==> config.mk <==
export PLATFORM = sky130hd
export DESIGN_NAME = lsu_mem_ctrl
export DESIGN_NICKNAME = d
export VERILOG_FILES = /design/src/rtl/lsu_pkg.sv /design/src/rtl/lsu_mem_ctrl_align.sv /design/src/rtl/lsu_mem_ctrl.sv
export SDC_FILE = /design/constraint.sdc
export NUM_CORES = 1
export LEC_CHECK = 0
export CAP_MARGIN = 20
export CORE_UTILIZATION = 50
export CTS_CLUSTER_DIAMETER = 100
export CTS_CLUSTER_SIZE = 25
export DETAILED_ROUTE_END_ITERATION = 16
export PLACE_DENSITY = 0.82
export SLEW_MARGIN = 20
export SYNTH_ARGS = -nofsm -noshare
export SYNTH_HDL_FRONTEND = slang
export SYNTH_SLANG_ARGS = --single-unit
==> constraint.sdc <==
create_clock -name clk -period 2.86 [get_ports clk]
set_input_delay 0.572 -clock clk [delete_from_list [all_inputs] [get_ports clk]]
set_output_delay 0.572 -clock clk [all_outputs]
set_load 0.1 [all_outputs]
==> src/rtl/lsu_pkg.sv <==
// Shared types for the load/store controller: access sizes, FSM states, RAM word width.
package lsu_pkg;

    localparam int RAM_DW = 32;

    typedef enum logic [1:0] {
        SZ_B = 2'd0,
        SZ_H = 2'd1,
        SZ_W = 2'd2,
        SZ_D = 2'd3
    } size_e;

    typedef enum logic [2:0] {
        IDLE   = 3'd0,
        RD_LO  = 3'd1,
        RD_HI  = 3'd2,
        RMW_RD = 3'd3,
        WR_LO  = 3'd4,
        WR_HI  = 3'd5,
        RESP   = 3'd6
    } state_e;

endpackage

==> src/rtl/lsu_mem_ctrl_align.sv <==
// Combinational lane logic: load byte/half/word extraction with sign/zero extension,
// and byte/half merge of store data into an old RAM word.
module lsu_align
    import lsu_pkg::*;
#(
    parameter int XLEN = 64
) (
    input  logic [1:0]        off_i,
    input  logic [1:0]        size_i,
    input  logic              uns_i,
    input  logic [RAM_DW-1:0] lo_i,
    input  logic [RAM_DW-1:0] hi_i,
    input  logic [RAM_DW-1:0] old_i,
    input  logic [15:0]       wdata_i,
    output logic [XLEN-1:0]   rdata_o,
    output logic [RAM_DW-1:0] merged_o
);

    logic [7:0]  byte_v;
    logic [15:0] half_v;
    logic        sx;

    always_comb begin
        byte_v   = lo_i[{off_i, 3'b000} +: 8];
        half_v   = off_i[1] ? lo_i[31:16] : lo_i[15:0];
        sx       = ~uns_i;
        rdata_o  = '0;
        merged_o = old_i;
        case (size_e'(size_i))
            SZ_B: begin
                rdata_o = {{(XLEN-8){sx & byte_v[7]}}, byte_v};
                merged_o[{off_i, 3'b000} +: 8] = wdata_i[7:0];
            end
            SZ_H: begin
                rdata_o = {{(XLEN-16){sx & half_v[15]}}, half_v};
                merged_o[{off_i[1], 4'b0000} +: 16] = wdata_i;
            end
            SZ_W:    rdata_o = {{(XLEN-32){sx & lo_i[31]}}, lo_i};
            default: rdata_o = {hi_i, lo_i};
        endcase
    end

endmodule

==> src/rtl/lsu_mem_ctrl.sv <==
// Load/store controller in front of a single-port 32-bit RAM (combinational read, clocked write).
// Latency accept->resp: error 1, LB/LH/LW/SW 2, LD/SB/SH/SD 3; one request outstanding, req_ready only in IDLE.
module lsu_mem_ctrl
    import lsu_pkg::*;
#(
    parameter int N    = 20,
    parameter int XLEN = 64
) (
    input  logic              clk,
    input  logic              rst,
    input  logic              req_valid,
    output logic              req_ready,
    input  logic              req_we,
    input  logic [1:0]        req_size,
    input  logic              req_unsigned,
    input  logic [XLEN-1:0]   req_addr,
    input  logic [XLEN-1:0]   req_wdata,
    output logic              resp_valid,
    output logic [XLEN-1:0]   resp_rdata,
    output logic              resp_err,
    output logic              ram_we,
    output logic [N-1:0]      ram_adr,
    output logic [RAM_DW-1:0] ram_din,
    input  logic [RAM_DW-1:0] ram_dout
);

    state_e            state_q, state_d;
    logic              we_q, uns_q;
    logic [1:0]        size_q, off_q;
    logic [N-1:0]      wadr_q;
    logic [XLEN-1:0]   wdata_q;
    logic [RAM_DW-1:0] lo_q, lo_d, hi_q, hi_d, merged_q, merged_d;
    logic [XLEN-1:0]   resp_rdata_q, resp_rdata_d;
    logic              resp_err_q, resp_err_d;

    logic              accept, misalign, out_of_range, req_err, wr_en;
    logic [RAM_DW-1:0] al_lo, al_hi, al_merged;
    logic [XLEN-1:0]   al_rdata;

    assign req_ready  = (state_q == IDLE) && !rst;
    assign resp_valid = (state_q == RESP) && !rst;
    assign ram_we     = wr_en && !rst;
    assign resp_rdata = resp_rdata_q;
    assign resp_err   = resp_err_q;
    assign accept     = req_valid && req_ready;

    always_comb begin
        misalign = 1'b0;
        case (size_e'(req_size))
            SZ_H:    misalign = req_addr[0];
            SZ_W:    misalign = |req_addr[1:0];
            SZ_D:    misalign = |req_addr[2:0];
            default: misalign = 1'b0;
        endcase
    end

    assign out_of_range = |req_addr[XLEN-1:N+2];
    assign req_err      = misalign || out_of_range;

    // Feed the extractor with the word being read this cycle so the response register loads on entry to RESP.
    assign al_lo = (state_q == RD_LO) ? ram_dout : lo_q;
    assign al_hi = (state_q == RD_HI) ? ram_dout : hi_q;

    lsu_align #(.XLEN(XLEN)) u_align (
        .off_i    (off_q),
        .size_i   (size_q),
        .uns_i    (uns_q),
        .lo_i     (al_lo),
        .hi_i     (al_hi),
        .old_i    (ram_dout),
        .wdata_i  (wdata_q[15:0]),
        .rdata_o  (al_rdata),
        .merged_o (al_merged)
    );

    always_comb begin
        state_d      = state_q;
        lo_d         = lo_q;
        hi_d         = hi_q;
        merged_d     = merged_q;
        resp_rdata_d = resp_rdata_q;
        resp_err_d   = resp_err_q;
        wr_en        = 1'b0;
        ram_adr      = wadr_q;
        ram_din      = '0;
        case (state_q)
            IDLE: begin
                if (req_valid) begin
                    resp_rdata_d = '0;
                    resp_err_d   = req_err;
                    if (req_err)                                  state_d = RESP;
                    else if (!req_we)                             state_d = RD_LO;
                    else if (req_size == SZ_B || req_size == SZ_H) state_d = RMW_RD;
                    else                                          state_d = WR_LO;
                end
            end
            RD_LO: begin
                lo_d = ram_dout;
                if (size_q == SZ_D) begin
                    state_d = RD_HI;
                end else begin
                    resp_rdata_d = al_rdata;
                    state_d      = RESP;
                end
            end
            RD_HI: begin
                ram_adr      = wadr_q + N'(1);
                hi_d         = ram_dout;
                resp_rdata_d = al_rdata;
                state_d      = RESP;
            end
            RMW_RD: begin
                merged_d = al_merged;
                state_d  = WR_LO;
            end
            WR_LO: begin
                wr_en   = 1'b1;
                ram_din = (size_q == SZ_B || size_q == SZ_H) ? merged_q : wdata_q[31:0];
                state_d = (size_q == SZ_D) ? WR_HI : RESP;
            end
            WR_HI: begin
                wr_en   = 1'b1;
                ram_adr = wadr_q + N'(1);
                ram_din = wdata_q[63:32];
                state_d = RESP;
            end
            RESP:    state_d = IDLE;
            default: state_d = IDLE;
        endcase
    end

    always_ff @(posedge clk) begin
        if (rst) begin
            state_q      <= IDLE;
            we_q         <= 1'b0;
            uns_q        <= 1'b0;
            size_q       <= '0;
            off_q        <= '0;
            wadr_q       <= '0;
            wdata_q      <= '0;
            lo_q         <= '0;
            hi_q         <= '0;
            merged_q     <= '0;
            resp_rdata_q <= '0;
            resp_err_q   <= 1'b0;
        end else begin
            state_q      <= state_d;
            lo_q         <= lo_d;
            hi_q         <= hi_d;
            merged_q     <= merged_d;
            resp_rdata_q <= resp_rdata_d;
            resp_err_q   <= resp_err_d;
            if (accept) begin
                we_q    <= req_we;
                uns_q   <= req_unsigned;
                size_q  <= req_size;
                off_q   <= req_addr[1:0];
                wadr_q  <= req_addr[N+1:2];
                wdata_q <= req_wdata;
            end
        end
    end

endmodule

* After elaboration in Yosys (flattened, before gate mapping)
Cells that the tools add are included.
Word-level totals: input bits 167, flip-flop bits (word level) 253, word-level logic and storage cells 78
Operators by class: shift-type cells 5, reduce and logical (&&, ||, !) cells 19, $add $sub $neg 3, muxes and demuxes 22, equality and inequality tests 14, bitwise operators 4
Operators by type and width (number):
- $pmux W64 S3 | 2
- $mux W64 | 2
- $pmux W32 S2 | 2
- $mux W32 | 3
- $bwmux W32 | 2
- $reduce_or A42 Y1 | 1
- $shift A16 B7 Y32 const A | 1
- $shift A8 B7 Y32 const A | 1
- $shiftx A16 B7 Y32 | 1
- $shiftx A32 B6 Y8 | 1
- $shiftx A8 B7 Y32 | 1
- $add A20 B1 Y20 const B | 1
- $mux W20 | 1
- $mux W16 | 1
- $mux W3 | 5
- $pmux W3 S5 | 1
- $neg A5 Y7 | 2
- $eq A3 B3 Y1 const B | 3
- $eq A2 B2 Y1 const B | 4
- $eq A3 B2 Y1 const B | 2
- $reduce_or A2 Y1 | 3
- $eq A2 B1 Y1 const B | 2
- $logic_and A1 B1 Y1 | 4
- $logic_not A2 Y1 | 2
- 14 further kinds | 19

* Longest topological paths before layout
Gate-level depths: netlist (run 1).
depth after elaboration 7, depth in mapped cells 9, mapped depth without buffers 7

* Cells and area by module
A second synthesis (run 1) with hierarchy kept.
Unflattened totals: cells, all modules 1597, area, all modules 13107.6 µm²
Modules (own cells, without submodules):
- lsu_mem_ctrl | seq. area each 5064.9 µm², cells an instance 1252, instances 1, area an instance 10864.2 µm²
- lsu_align | seq. area each 0.0 µm², cells an instance 345, instances 1, area an instance 2243.4 µm²

* Worst setup path after synthesis (run 1)
No wires, ideal clock.
kind in2out, from input port rst, to output port req_ready, stages 4, arrival 4.039 ns, slack -1.751 ns, data required time 2.288 ns, path through clkbuf_1 -> clkbuf_1 -> clkbuf_1 -> nor4_1
On the way: cells in the longest elaborated chain, start to end 2
RTL lines:
- start: declaration | RTL line lsu_mem_ctrl.sv:10 | input logic rst,
- $logic_not A1 Y1 | RTL line lsu_mem_ctrl.sv:40 | assign req_ready = (state_q == IDLE) && !rst;
- $logic_and A1 B1 Y1 | RTL line lsu_mem_ctrl.sv:40
- end: declaration | RTL line lsu_mem_ctrl.sv:12 | output logic req_ready,
No other way between the ends.

* Final worst setup path (run 1)
from register state_q[2], to output port ram_adr[12]
On the way: cells in the longest elaborated chain, start to end 3, elaborated cells between the ends (all ways) 4, classes of those cells eq/ne: 2; mux: 1; reduce/logical: 1
RTL lines:
- start: declaration | RTL line lsu_mem_ctrl.sv:27 | state_e state_q, state_d;
- start signal: assignment | RTL line lsu_mem_ctrl.sv:147 | state_q <= state_d;
- $eq A3 B2 Y1 / $eq A3 B3 Y1 (equally long branches) | RTL line lsu_mem_ctrl.sv:86 | case (state_q)
- $reduce_or A2 Y1 (no line) (*)
- $mux W20 (*)
- end: declaration | RTL line lsu_mem_ctrl.sv:22 | output logic [N-1:0] ram_adr,
Mark *: on every way between the ends. The rest lies on a longest branch, timed or not.

==> results.yml, run 1 <==
run_status:
  status: "finished with violations"
  violations: "setup timing"
sta:
  rsz0062_at_grt: "true"
  drv_slew: 0
  setup_viol: 6
  finClkSkew_ns: 0.0225
  max_freq_mhz: 338
  worstMarginPinSlew_ns: 1.12
  fin_crit_ns: 2.96
  setup_tns_ns: -0.247
  maxSlewHeadroom_pct: 24.8
  hold_viol_final: 0
  setup_slack_ns: -0.102
  fin_crit_sh_pct: 104
grt:
  grt_pass1_wl_um: 59800
  grt_pass1_vias: 10710
  grt-ovfl-total: 0
  grt_start_max_net_pins: 90
  antenna_found_initial: 2
  grt_use_total_pct: 31.5
power:
  comb_power_share_pct: 37.6
  clkPwrFrac_pct: 21.2
  seq_power_share_pct: 41.2
  switching_share_pct: 39.4
  p_int_mw: 6.15
  netSwitchingPower_mw: 4.00
  vdd_drop_max_mv: 0.624
  leakage_nw: 5.93
  power.density_nw_per_um2: 621
  total_power_mw: 10.2
clock_network:
  h-tree-depth: 1
  cts_tree: "yes"
  cts_buffer_depth: 3
  ctsHoldBuffers: 0
  path_clk_slew_ns: 0.10
  insertion_delay_ns: 0.50
  numCtsBuffers: 14
  cts.root.buffer_cell: "clkbuf_16"
  clock-sinks: 253
drt:
  drc: 0
  vias: 11363
  avgRoutedWirePerCell_um: 20.3
  first_pass_iters: 5
  drtIter0Drc: 1246
  ant_nets: 0
  viasPerCell: 5.91
  wl_um: 39000
worst_setup_path:
  critical_path_class: "reg2out"
  crit_chain: "nor3b_4 -> buf_6 -> o211ai_1 -> nor2_2 -> nand4_1 -> xnor2_4 -> buf_12"
  critPathLaunchType: "flop"
  cp.buffers_inverters: 2
  end_kind: "output port"
  worstPathArrival_ns: 2.39
  crit_family: "simple AND/OR/NAND/NOR gates"
  max_stage_delay_ns: 0.35
  required_ns: 2.29
  cpMaxStageDelayCell: "dfxtp_2"
  cp_max_fo: 4
synthesis:
  ys_ff_latch: 253
  async_flop_share_pct: 0
  ys.flop_type: "dfxtp_1"
  synth_area_um2: 11700
  synth_edf_count: 0
  synth_top_area_share_pct: 43.4
  synth_common_cells: "nand2_1, dfxtp_1, nor2_1, a21oi_1, mux2i_1"
  yosysUniqueCellTypes: 58
  syn_avg_cell_area_um2: 8.53
  seq_area_frac_synth_pct: 43.4
  synth_nets: 1542
  synth_most_common_cell: "nand2_1"
  synthCells: 1369
  yosys-top-cells-area: "dfxtp_1, nand2_1, mux2i_1"
  synth_area_leader_cell: "dfxtp_1"
  yosys_warnings: 0
floorplanning:
  initial_core_util_pct: 51.2
  die_area_um2: 24000
  die_h_um: 155
  row_count: 55
  core_area_um2: 22800
  die_x_um: 155
  ios: 287
place:
  dp_hpwl_um: 28000
  port_buffers: 286
  gp_congestion: 0.955
final_layout:
  n_fill_cell: 1659
  area_growth_pct: 40.1
  fin_nets: 1781
  drive_gt1_share_pct: 20.5
min_path:
  hold_class: "reg2reg"
flow_run:
  maxCapViolCount: 0
==> area by class of cell <==
cell class,count,area [µm²],area share [%]
antenna,1,2.50,0.0153
timing repair buffer,341,3730,22.8
inverter,15,56.3,0.344
clock inverter,1,30.0,0.184
multi-input combinational,983,6690,40.9
tap,313,392,2.39
sequential,253,5080,31.1
clock buffer,15,375,2.29
==> cells in the final DEF (no fill, tap or decap), types with 3 or more instances in the layout <==
master,synthesis,routed
buf_4,3,114
buf_12,0,59
nand3_1,8,5
nor2b_1,3,3
a21oi_1,112,112
nand2_1,280,278
xor2_4,0,5
nand2b_1,4,4
xnor2_2,0,7
mux4_2,3,3
mux2_2,9,9
nor3_1,40,38
clkdlybuf4s50_1,0,165
and4_1,4,4
a32oi_1,7,7
o21ai_4,0,20
a221oi_1,32,32
nor4_1,13,11
xor2_2,0,3
inv_1,14,14
a221o_1,40,40
a221oi_2,30,30
nor2_1,155,149
dfxtp_1,253,244
clkbuf_16,0,15
xnor2_4,0,4
dfxtp_2,0,7
nand4_1,6,6
a211oi_1,33,33
ha_1,6,6
mux2i_1,102,102
nand3_2,2,5
nor2_2,0,5
o22ai_1,7,7
o21ai_2,0,12
==> power groups by stage <==
stage               logic [mW]  clock network (mW)  registers [mW]
floorplan                 2.50                   0            4.19
global placement          3.68                   0            4.22
detailed placement        3.73                   0            4.24
CTS                       3.76                2.17            4.17
global route              4.06                2.28            4.22
finish                    3.81                2.16            4.19
==> kinds of logic (layout without fill, tap and decap cells) <==
group,count (synthesis),after routing,synth area share [%]
AND/OR/NAND/NOR,531,531,19.1
AO/OA/AOI/OAI,313,313,20.4
flip-flops,253,253,43.4
buffers and inverters,133,372,4.86
multiplexers,114,114,10.2
XOR/XNOR,19,19,1.43
adder cells (fa/ha/maj),6,6,0.643
other,0,1,0
==> flip-flops by register name, summed over array words and instances (netlist names) <==
signal,cells
resp_err,1
wadr_q,20
wdata_q,64
lo_q,32
size_q,2
state_q,3
uns_q,1
off_q,2
resp_rdata,64
hi_q,32
merged_q,32
==> worst min-delay path, cell delays in order, from the launching register on <==
cell	delay, ns
dfxtp_1	0.32
nand2_1	0.05
a21oi_1	0.05
==> metal layers <==
layer | global-route usage [%] | up-vias | wire [µm]
li1 | - | 5307 | -
met1 | 41.9 | 5394 | 15800
met2 | 52.9 | 573 | 18700
met3 | 5.02 | 87 | 3210
met4 | 8.77 | 2 | 1230
met5 | 0 | - | 17
==> worst paths after layout <==
path                     from             to  slack, ns  cells after the start
setup / recovery   state_q[2]    ram_adr[12]      -0.10                      7
hold / removal    wdata_q[52]    wdata_q[52]       0.46                      2
setup reg to reg   state_q[2]  resp_rdata[1]       0.16                      7
hold reg to reg   wdata_q[52]    wdata_q[52]       0.46                      2
==> repair_timing <==
action | CTS | global route
gates resized for setup | 15 | 11
buffers inserted | 5 | 1
endpoints found under the setup margin | 9 | 33
pin swaps | 7 | 6
==> through the flow <==
stage               hold slack [ns]  setup WS (ns)  cell area [µm²]  util, %  std cells
floorplan                     0.436         -0.570            12300        -       1369
global route                  0.481         -0.210            16400     71.8       1921
detailed placement            0.449          0.241            15800     69.5       1899
global placement              0.441          0.316            15800     69.5       1899
CTS                           0.463        -0.0491            16300     71.6       1920
finish                        0.462         -0.102            16400     71.8       1922
No activity file was read; power rests on OpenSTA's default activity.
==> inputs of run 2 (changes only) <==
--- a/config.mk
+++ b/config.mk
@@ -6,11 +6,11 @@
 export NUM_CORES = 1
 export LEC_CHECK = 0
 export CAP_MARGIN = 20
-export CORE_UTILIZATION = 50
-export CTS_CLUSTER_DIAMETER = 100
+export CORE_UTILIZATION = 54
+export CTS_CLUSTER_DIAMETER = 80
 export CTS_CLUSTER_SIZE = 25
 export DETAILED_ROUTE_END_ITERATION = 16
-export PLACE_DENSITY = 0.82
+export PLACE_DENSITY = 0.87
 export SLEW_MARGIN = 20
 export SYNTH_ARGS = -nofsm -noshare
 export SYNTH_HDL_FRONTEND = slang
==> constraint.sdc (replaced) <==
create_clock -name clk -period 3.82 [get_ports clk]
set_input_delay 0.764 -clock clk [delete_from_list [all_inputs] [get_ports clk]]
set_output_delay 0.764 -clock clk [all_outputs]
set_load 0.1 [all_outputs]
==> run 2 against run 1 <==
Net effect: the flow now finishes without violations; worst hold slack lost 0.00060 ns; sequential share of layout area up 1.5 points; worst setup slack better by 0.33 ns; via count down 0.30%; wire length down 2.5%; largest cell class unchanged.
==> results.yml, run 2 (synthesis results as in run 1) <==
sta:
  hold_viol_final: 0
  fin_crit_sh_pct: 94.0
  fin_crit_ns: 3.59
  max_freq_mhz: 278
  rsz0062_at_grt: "false"
  setup_tns_ns: 0
  worstMarginPinSlew_ns: 1.11
  drv_slew: 0
  finClkSkew_ns: 0.0170
  setup_viol: 0
  maxSlewHeadroom_pct: 25.6
drt:
  first_pass_iters: 5
  drc: 0
  viasPerCell: 6.12
  drtIter0Drc: 1194
  avgRoutedWirePerCell_um: 20.5
  wl_um: 38000
  ant_nets: 0
  vias: 11329
clock_network:
  cts.root.buffer_cell: "clkbuf_16"
  insertion_delay_ns: 0.49
  ctsHoldBuffers: 0
  h-tree-depth: 1
  numCtsBuffers: 14
  postCtsSetupBuffers: 0
  cts_resized: 0
  clock-sinks: 253
  cts_buffer_depth: 3
  path_clk_slew_ns: 0.10
  cts_tree: "yes"
min_path:
  hold_path.startpoint: "wdata_q[26]"
  holdPathStages: 2
  holdPathEnd: "wdata_q[26]"
  hold_class: "reg2reg"
grt:
  grt_pass1_vias: 10528
  antenna_found_initial: 0
  grt_use_total_pct: 33.4
  grt_start_max_net_pins: 92
  grt_pass1_wl_um: 58100
  grt-ovfl-total: 0
worst_setup_path:
  critical_path_class: "reg2out"
  worstPathArrival_ns: 2.83
  required_ns: 3.06
  r2r_end: "resp_rdata[2]"
  critPathLaunchType: "flop"
  r2r_start: "state_q[0]"
  end_kind: "output port"
  worst-r2r-setup-slack_ns: 0.92
  reg2reg_depth: 6
  cp_max_fo: 15
final_layout:
  final_cells: 1851
  fin_nets: 1748
  mostFrequentLayoutCells: "nand2_1, dfxtp_1, clkdlybuf4s50_1"
  area_growth_pct: 33.2
  drive_gt1_share_pct: 10.3
  final_common_cell: "nand2_1"
  diodes: 0
  post-route-cell-area_um2: 15500
  final_util_pct: 73.7
floorplanning:
  row_count: 53
  core_area_um2: 21100
  ios: 287
  initial_core_util_pct: 55.4
  die_x_um: 149
  die_area_um2: 22200
  die_h_um: 149
power:
  vdd_drop_max_mv: 0.406
  leakage_nw: 5.39
  power.density_nw_per_um2: 470
  total_power_mw: 7.31
place:
  dp_hpwl_um: 27400
  placed_cells: 1834
  dpl_cell_area_um2: 15100
  port_buffers: 286
  gp_congestion: 0.969
run_status:
  status: "finished clean"
flow_run:
  maxCapViolCount: 0
## run 2: critical path, stage by stage, from the launching register on
cell and delay (ns):
dfxtp_1 0.66, nor3b_2 0.37, o2111ai_1 0.23, or2_1 0.36, nor3_1 0.29, xor2_2 0.21
buf_12 0.20
## run 2: power by group
part	switching, mW	total [mW]	internal, mW
sequential	0.249	3.15	2.90
clock	0.890	1.61	0.723
combinational	1.72	2.55	0.836
total	2.86	7.31	4.46
## run 2: routing by layer
| metal | vias to the layer above | GRT usage (%) | routed length, µm |
|---|---|---|---|
| met4 | 0 | 14.8 | 1760 |
| met5 | - | 0 | 0 |
| met3 | 118 | 5.78 | 3860 |
| li1 | 5248 | - | - |
| met1 | 5336 | 44.1 | 15100 |
| met2 | 627 | 53.4 | 17300 |
## run 2: cell type report
cell class,count,area [µm²]
clock buffer,15,375
clock inverter,2,25.0
fill,1530,5540
inverter,15,56.3
multi-input combinational,983,6110
sequential,253,5070
tap,275,344
timing repair buffer,308,3570
## run 2: worst max-delay path by stage
stage	startpoint	end	depth (start not counted)	slack, ns
final	state_q[1]	ram_adr[13]	6	0.23
after global routing	state_q[1]	ram_adr[17]	6	0.03
after CTS	state_q[1]	ram_adr[13]	6	0.23
after detailed placement	ram_dout[23]	resp_rdata[63]	6	0.78
after global placement	state_q[1]	ram_adr[17]	6	0.79
after floorplan	state_q[2]	ram_din[1]	5	-0.05
## run 2: metrics by stage
step / setup WS, ns / hold slack [ns]
2_1_floorplan: -0.0510 / 0.436
3_3_place_gp: 0.793 / 0.441
3_5_place_dp: 0.776 / 0.447
4_1_cts: 0.229 / 0.460
5_1_grt: 0.0345 / 0.476
6_report: 0.229 / 0.461
